===== config.mk =====
export PLATFORM = sky130hd
export DESIGN_NAME = i2c_slave_ctrl
export DESIGN_NICKNAME = d
export VERILOG_FILES = /design/src/rtl/i2c_slave_ctrl.sv
export SDC_FILE = /design/constraint.sdc
export NUM_CORES = 1
export LEC_CHECK = 0
export CAP_MARGIN = 10
export CORE_UTILIZATION = 36
export CTS_CLUSTER_DIAMETER = 100
export DETAILED_ROUTE_END_ITERATION = 10
export DONT_BUFFER_PORTS = 1
export SLEW_MARGIN = 5
export SYNTH_ARGS = -nofsm -noshare
export SYNTH_HDL_FRONTEND = slang
export SYNTH_SLANG_ARGS = --single-unit

===== constraint.sdc =====
create_clock -name clk -period 3.1 [get_ports clk]
set_input_delay 0.62 -clock clk [delete_from_list [all_inputs] [get_ports clk]]
set_output_delay 0.62 -clock clk [all_outputs]
set_load 0.03 [all_outputs]

===== src/rtl/i2c_slave_ctrl.sv =====
// Byte-level I2C slave: pin conditioning, START/STOP detection, address match,
// and write/read byte sequencing towards the register bank.
module i2c_slave_ctrl #(
    parameter logic [6:0] SLAVE_ADDR = 7'h50,
    parameter int         SYNC_LEN   = 2,
    parameter int         FILTER_LEN = 3
) (
    input  logic       clk,
    input  logic       rst_n,
    input  logic       scl_i,
    input  logic       sda_i,
    output logic       sda_oe,
    output logic       busy,
    output logic       rx_valid,
    output logic [7:0] rx_data,
    output logic       tx_req,
    input  logic [7:0] tx_data,
    output logic [2:0] state_dbg
);

    localparam int FCW = (FILTER_LEN > 1) ? $clog2(FILTER_LEN) : 1;

    typedef enum logic [2:0] {
        S_IDLE, S_ADDR, S_ADDR_ACK, S_WR, S_WR_ACK, S_RD, S_RD_ACK, S_WAIT
    } state_t;

    logic [SYNC_LEN-1:0] scl_sync, sda_sync;
    logic [FCW-1:0]      scl_cnt, sda_cnt;
    logic                scl_f, sda_f, scl_d, sda_d;
    logic                scl_s, sda_s;

    assign scl_s = scl_sync[SYNC_LEN-1];
    assign sda_s = sda_sync[SYNC_LEN-1];

    // The filtered line follows the synchroniser only after FILTER_LEN equal
    // differing samples; any sample matching the current value restarts the count.
    always_ff @(posedge clk or negedge rst_n) begin
        if (!rst_n) begin
            scl_sync <= '1;
            sda_sync <= '1;
            scl_f    <= 1'b1;
            sda_f    <= 1'b1;
            scl_d    <= 1'b1;
            sda_d    <= 1'b1;
            scl_cnt  <= '0;
            sda_cnt  <= '0;
        end else begin
            scl_sync <= {scl_sync[SYNC_LEN-2:0], scl_i};
            sda_sync <= {sda_sync[SYNC_LEN-2:0], sda_i};
            scl_d    <= scl_f;
            sda_d    <= sda_f;
            if (scl_s == scl_f) begin
                scl_cnt <= '0;
            end else if (scl_cnt == FCW'(FILTER_LEN - 1)) begin
                scl_f   <= scl_s;
                scl_cnt <= '0;
            end else begin
                scl_cnt <= scl_cnt + FCW'(1);
            end
            if (sda_s == sda_f) begin
                sda_cnt <= '0;
            end else if (sda_cnt == FCW'(FILTER_LEN - 1)) begin
                sda_f   <= sda_s;
                sda_cnt <= '0;
            end else begin
                sda_cnt <= sda_cnt + FCW'(1);
            end
        end
    end

    logic scl_rise, scl_fall, start_det, stop_det;

    assign scl_rise  = scl_f & ~scl_d;
    assign scl_fall  = ~scl_f & scl_d;
    assign start_det = scl_f & scl_d & ~sda_f & sda_d;
    assign stop_det  = scl_f & scl_d & sda_f & ~sda_d;

    state_t     state, state_nxt;
    logic [3:0] bit_cnt, bit_cnt_nxt;
    logic [6:0] shreg, shreg_nxt;
    logic       rw, rw_nxt;
    logic       oe_nxt, busy_nxt, rx_valid_nxt;
    logic [7:0] rx_data_nxt;
    logic       tx_load, tx_load_nxt;

    always_ff @(posedge clk or negedge rst_n) begin
        if (!rst_n) begin
            state    <= S_IDLE;
            bit_cnt  <= '0;
            shreg    <= '0;
            rw       <= 1'b0;
            sda_oe   <= 1'b0;
            busy     <= 1'b0;
            rx_valid <= 1'b0;
            rx_data  <= '0;
            tx_load  <= 1'b0;
        end else begin
            state    <= state_nxt;
            bit_cnt  <= bit_cnt_nxt;
            shreg    <= shreg_nxt;
            rw       <= rw_nxt;
            sda_oe   <= oe_nxt;
            busy     <= busy_nxt;
            rx_valid <= rx_valid_nxt;
            rx_data  <= rx_data_nxt;
            tx_load  <= tx_load_nxt;
        end
    end

    // Register-bank strobes carry no back-pressure: rx_valid qualifies rx_data for
    // exactly one cycle, and tx_req demands tx_data be valid the following cycle.
    always_comb begin
        state_nxt    = state;
        bit_cnt_nxt  = bit_cnt;
        shreg_nxt    = shreg;
        rw_nxt       = rw;
        oe_nxt       = sda_oe;
        busy_nxt     = busy;
        rx_valid_nxt = 1'b0;
        rx_data_nxt  = rx_data;
        tx_load_nxt  = 1'b0;
        tx_req       = 1'b0;
        if (start_det) begin
            state_nxt   = S_ADDR;
            bit_cnt_nxt = '0;
            oe_nxt      = 1'b0;
            busy_nxt    = 1'b0;
        end else if (stop_det) begin
            state_nxt   = S_IDLE;
            bit_cnt_nxt = '0;
            oe_nxt      = 1'b0;
            busy_nxt    = 1'b0;
        end else begin
            case (state)
                S_ADDR: begin
                    if (scl_rise) begin
                        shreg_nxt   = {shreg[5:0], sda_f};
                        bit_cnt_nxt = bit_cnt + 4'd1;
                        if (bit_cnt == 4'd7) begin
                            rw_nxt      = sda_f;
                            bit_cnt_nxt = '0;
                            if (shreg == SLAVE_ADDR) begin
                                busy_nxt  = 1'b1;
                                state_nxt = S_ADDR_ACK;
                            end else begin
                                state_nxt = S_WAIT;
                            end
                        end
                    end
                end
                // First fall drives the ACK, the second ends the ninth clock.
                S_ADDR_ACK, S_WR_ACK: begin
                    if (scl_fall) begin
                        if (bit_cnt == 4'd0) begin
                            oe_nxt      = 1'b1;
                            bit_cnt_nxt = 4'd1;
                        end else begin
                            oe_nxt      = 1'b0;
                            bit_cnt_nxt = '0;
                            if (state == S_ADDR_ACK && rw) begin
                                tx_req      = 1'b1;
                                tx_load_nxt = 1'b1;
                                state_nxt   = S_RD;
                            end else begin
                                state_nxt = S_WR;
                            end
                        end
                    end
                end
                S_WR: begin
                    if (scl_rise) begin
                        shreg_nxt   = {shreg[5:0], sda_f};
                        bit_cnt_nxt = bit_cnt + 4'd1;
                        if (bit_cnt == 4'd7) begin
                            rx_data_nxt  = {shreg, sda_f};
                            rx_valid_nxt = 1'b1;
                            bit_cnt_nxt  = '0;
                            state_nxt    = S_WR_ACK;
                        end
                    end
                end
                S_RD: begin
                    if (tx_load) begin
                        shreg_nxt   = tx_data[6:0];
                        oe_nxt      = ~tx_data[7];
                        bit_cnt_nxt = '0;
                    end else if (scl_fall) begin
                        if (bit_cnt == 4'd7) begin
                            oe_nxt      = 1'b0;
                            bit_cnt_nxt = '0;
                            state_nxt   = S_RD_ACK;
                        end else begin
                            oe_nxt      = ~shreg[6];
                            shreg_nxt   = {shreg[5:0], 1'b0};
                            bit_cnt_nxt = bit_cnt + 4'd1;
                        end
                    end
                end
                // bit_cnt=1 records that the master acknowledged on this ninth clock.
                S_RD_ACK: begin
                    if (scl_rise) begin
                        if (!sda_f) begin
                            bit_cnt_nxt = 4'd1;
                        end else begin
                            oe_nxt    = 1'b0;
                            state_nxt = S_WAIT;
                        end
                    end else if (scl_fall && bit_cnt == 4'd1) begin
                        bit_cnt_nxt = '0;
                        tx_req      = 1'b1;
                        tx_load_nxt = 1'b1;
                        state_nxt   = S_RD;
                    end
                end
                S_IDLE, S_WAIT: begin
                end
                default: state_nxt = S_IDLE;
            endcase
        end
    end

    assign state_dbg = state;

endmodule


==> results.yml <==
synthesis:
  synth_most_common_cell: "dfrtp_1"
  yosys.area.top_type: "dfrtp_1"
  synth_cell_types: 60
  synthTopCellsByArea: "dfrtp_1, mux2_2, dfstp_2"
  ys_top_cells_by_count: "dfrtp_1, mux2_2, nand2_1"
  syn_area_mm2: 0.00221
  netlist_instances: 201
  synth.top_cell.area_share_pct: 35.1
  synth_seq_cells: 39
  yosysWarnings: 0
  ys.flop_type: "dfrtp_1"
  synth_fp_nets: 216
  synth_edf_count: 0
  ys_seq_area_share_pct: 44.6
  synth.avg_cell_area_um2: 11.0
  ys_async_sr_fraction_pct: 100
route:
  avgRoutedWirePerCell_um: 16.4
  drtIter0Drc: 88
  totalWireLength_um: 4550
  vias: 1548
  vias_per_cell: 5.59
  antenna_left: 0
  drc: 0
  drtPass1Iterations: 4
floorplan:
  core_mm2: 0.00592
  die_x_um: 80.4
  die_area_mm2: 0.00646
  rows: 28
  fp.dieH_um: 80.4
  start_util_pct: 37.4
  io_pins: 27
grt:
  grt_pass1_wl_um: 7450
  antenna_found_initial: 0
  grt_pass1_vias: 1500
  grt_max_degree: 29
  overflow: 0
  grt_usage_pct: 15.4
cells_and_area:
  layout-drive-gt1-share_pct: 27.2
  area_delta_synth_final_pct: 6.50
  nFillCells: 576
  stdcell_area_mm2: 0.00236
  nets: 216
  diodes: 0
timing:
  final_hold_viol_count: 0
  max_freq_mhz: 376
  slew_violations: 0
  final-setup-viol-count: 0
  finClkSkew_ns: 0.00636
  rsz0062_at_grt: "false"
  tns_ns: 0
  min_period_ns: 2.66
  slew-limit-headroom_pct: 39.0
  tightest_slew_ns: 0.912
  period_share_pct: 85.8
clock_network:
  numCtsBuffers: 5
  insertion_delay_ns: 0.30
  htree_levels: 2
  clockBufferDepth: 2
  clk_pin_slew_worst_paths_ns: 0.08
  post_cts.resized_instances: 0
  cts_tree: "yes"
  cts.sinks: 39
  clockRootBuffer: "clkbuf_8"
placed_design:
  place_area_mm2: 0.00223
  hpwl_um: 3050
  gp_congestion: 0.850
  portBuffers: 0
critical_path:
  critPathKind: "flip-flop to primary output"
  cp-start-kind: "flip-flop"
  worstPathArrival_ns: 2.04
  critical_path_peak_fanout: 8
  r2r-start: "state_dbg[2]"
  cp_data_required_time_ns: 2.48
  crit_start: "scl_d"
  worstSetupEndpointType: "primary output"
flow_run:
  maxCapViolCount: 0
run_status:
  status: "finished clean"
power_and_ir_drop:
  power_density_mw_per_mm2: 1040
  leakagePower_uw: 0.00100
  ir_worst_vdd_mv: 0.373
worst_hold_path:
  holdCritPathClass: "primary input to async pin"
[report_power, final]
group | leakage, uW | total [uW] | switching, uW | internal [uW]
logic | 0.000456 | 1040 | 517 | 519
registers | 0.000495 | 979 | 306 | 672
clock network | 0.0000514 | 433 | 193 | 240
[layout make-up]
class	instances	area (um^2)	area share (%)
Tap cell	75	93.8	3.98
Sequential cell	39	986	41.8
Clock buffer	6	72.6	3.08
Inverter	4	15.0	0.637
Multi-Input combinational cell	147	1120	47.4
Clock inverter	2	37.5	1.59
Timing Repair Buffer	4	35.0	1.49
[layout by cell type, fill, tap and decap left out, types with 3 or more instances in the layout]
cell | Yosys | final
o22ai_1 | 3 | 3
a21oi_1 | 8 | 8
nand3_1 | 5 | 5
nor2_1 | 10 | 10
nor3b_1 | 4 | 4
nand3b_1 | 4 | 4
ha_1 | 3 | 3
nand2_1 | 12 | 12
o21ai_0 | 9 | 9
dfrtp_1 | 31 | 31
xnor2_1 | 3 | 3
nor3_1 | 11 | 11
mux2_2 | 22 | 22
dfstp_2 | 8 | 8
nor2b_1 | 5 | 5
clkbuf_8 | 0 | 5
inv_1 | 4 | 4
[registers in the layout (all words and copies together), names as in the netlist]
name	cells
rx_data	8
shreg	7
bit_cnt	4
state_dbg	3
scl_cnt	2
scl_sync	2
sda_cnt	2
sda_sync	2
busy	1
rw	1
rx_valid	1
scl_d	1
scl_f	1
sda_d	1
sda_f	1
sda_oe	1
tx_load	1
[worst max-delay path, stage by stage (launching register included)]
cell     delay, ns
dfstp_2       0.60
or2b_1        0.31
or4b_1        0.50
a21oi_1       0.16
buf_4         0.18
[worst paths after layout]
| path | slack (ns) | cells after the start | end |
|---|---|---|---|
| worst min register to register | 0.36 | 0 | sda_sync[1] |
| worst min-delay path | 0.15 | 0 | scl_d |
| worst max-delay path | 0.44 | 4 | tx_req |
| worst max register to register | 0.86 | 4 | shreg[1] |
| min in group clk | 0.32 | 0 | sda_sync[0] |
| max in group asynchronous | 1.65 | 1 | scl_cnt[1] |
[through the flow]
stage	hold WS, ns	cells	power (uW)	setup WS [ns]	utilization [%]
final	0.153	277	2450	0.439	39.8
after detailed placement	0.326	267	2000	0.782	37.6
after floorplan	0.324	201	1870	0.572	-
after CTS	0.000994	276	2460	0.443	39.6
after global routing	0.137	277	2640	0.341	39.8
after global placement	0.326	267	2010	0.794	37.6
[kinds of logic after synthesis]
kind of cell / after synthesis / synth area share, %
xor gates and xnor gates: 4 / 1.92
buffers and inverters: 15 / 4.98
DFF: 39 / 44.6
and+or+nand+nor: 71 / 19.2
adders and majority gates: 3 / 1.70
AOI/OAI and AO/OA: 44 / 14.6
muxes: 25 / 13.0
[what timing repair did]
action	4_1_cts	5_1_grt
endpoints found under the hold margin	12	19
hold buffers	1	1
setup buffers	0	0
[per-layer routing]
layer	global-route usage (%)	vias up	routed length, um
met5	0	-	0
met4	5.54	0	82
met3	4.77	10	234
met2	23.3	34	2140
met1	20.6	763	2090
li1	-	741	-
Power figures use the tool's default switching activity.
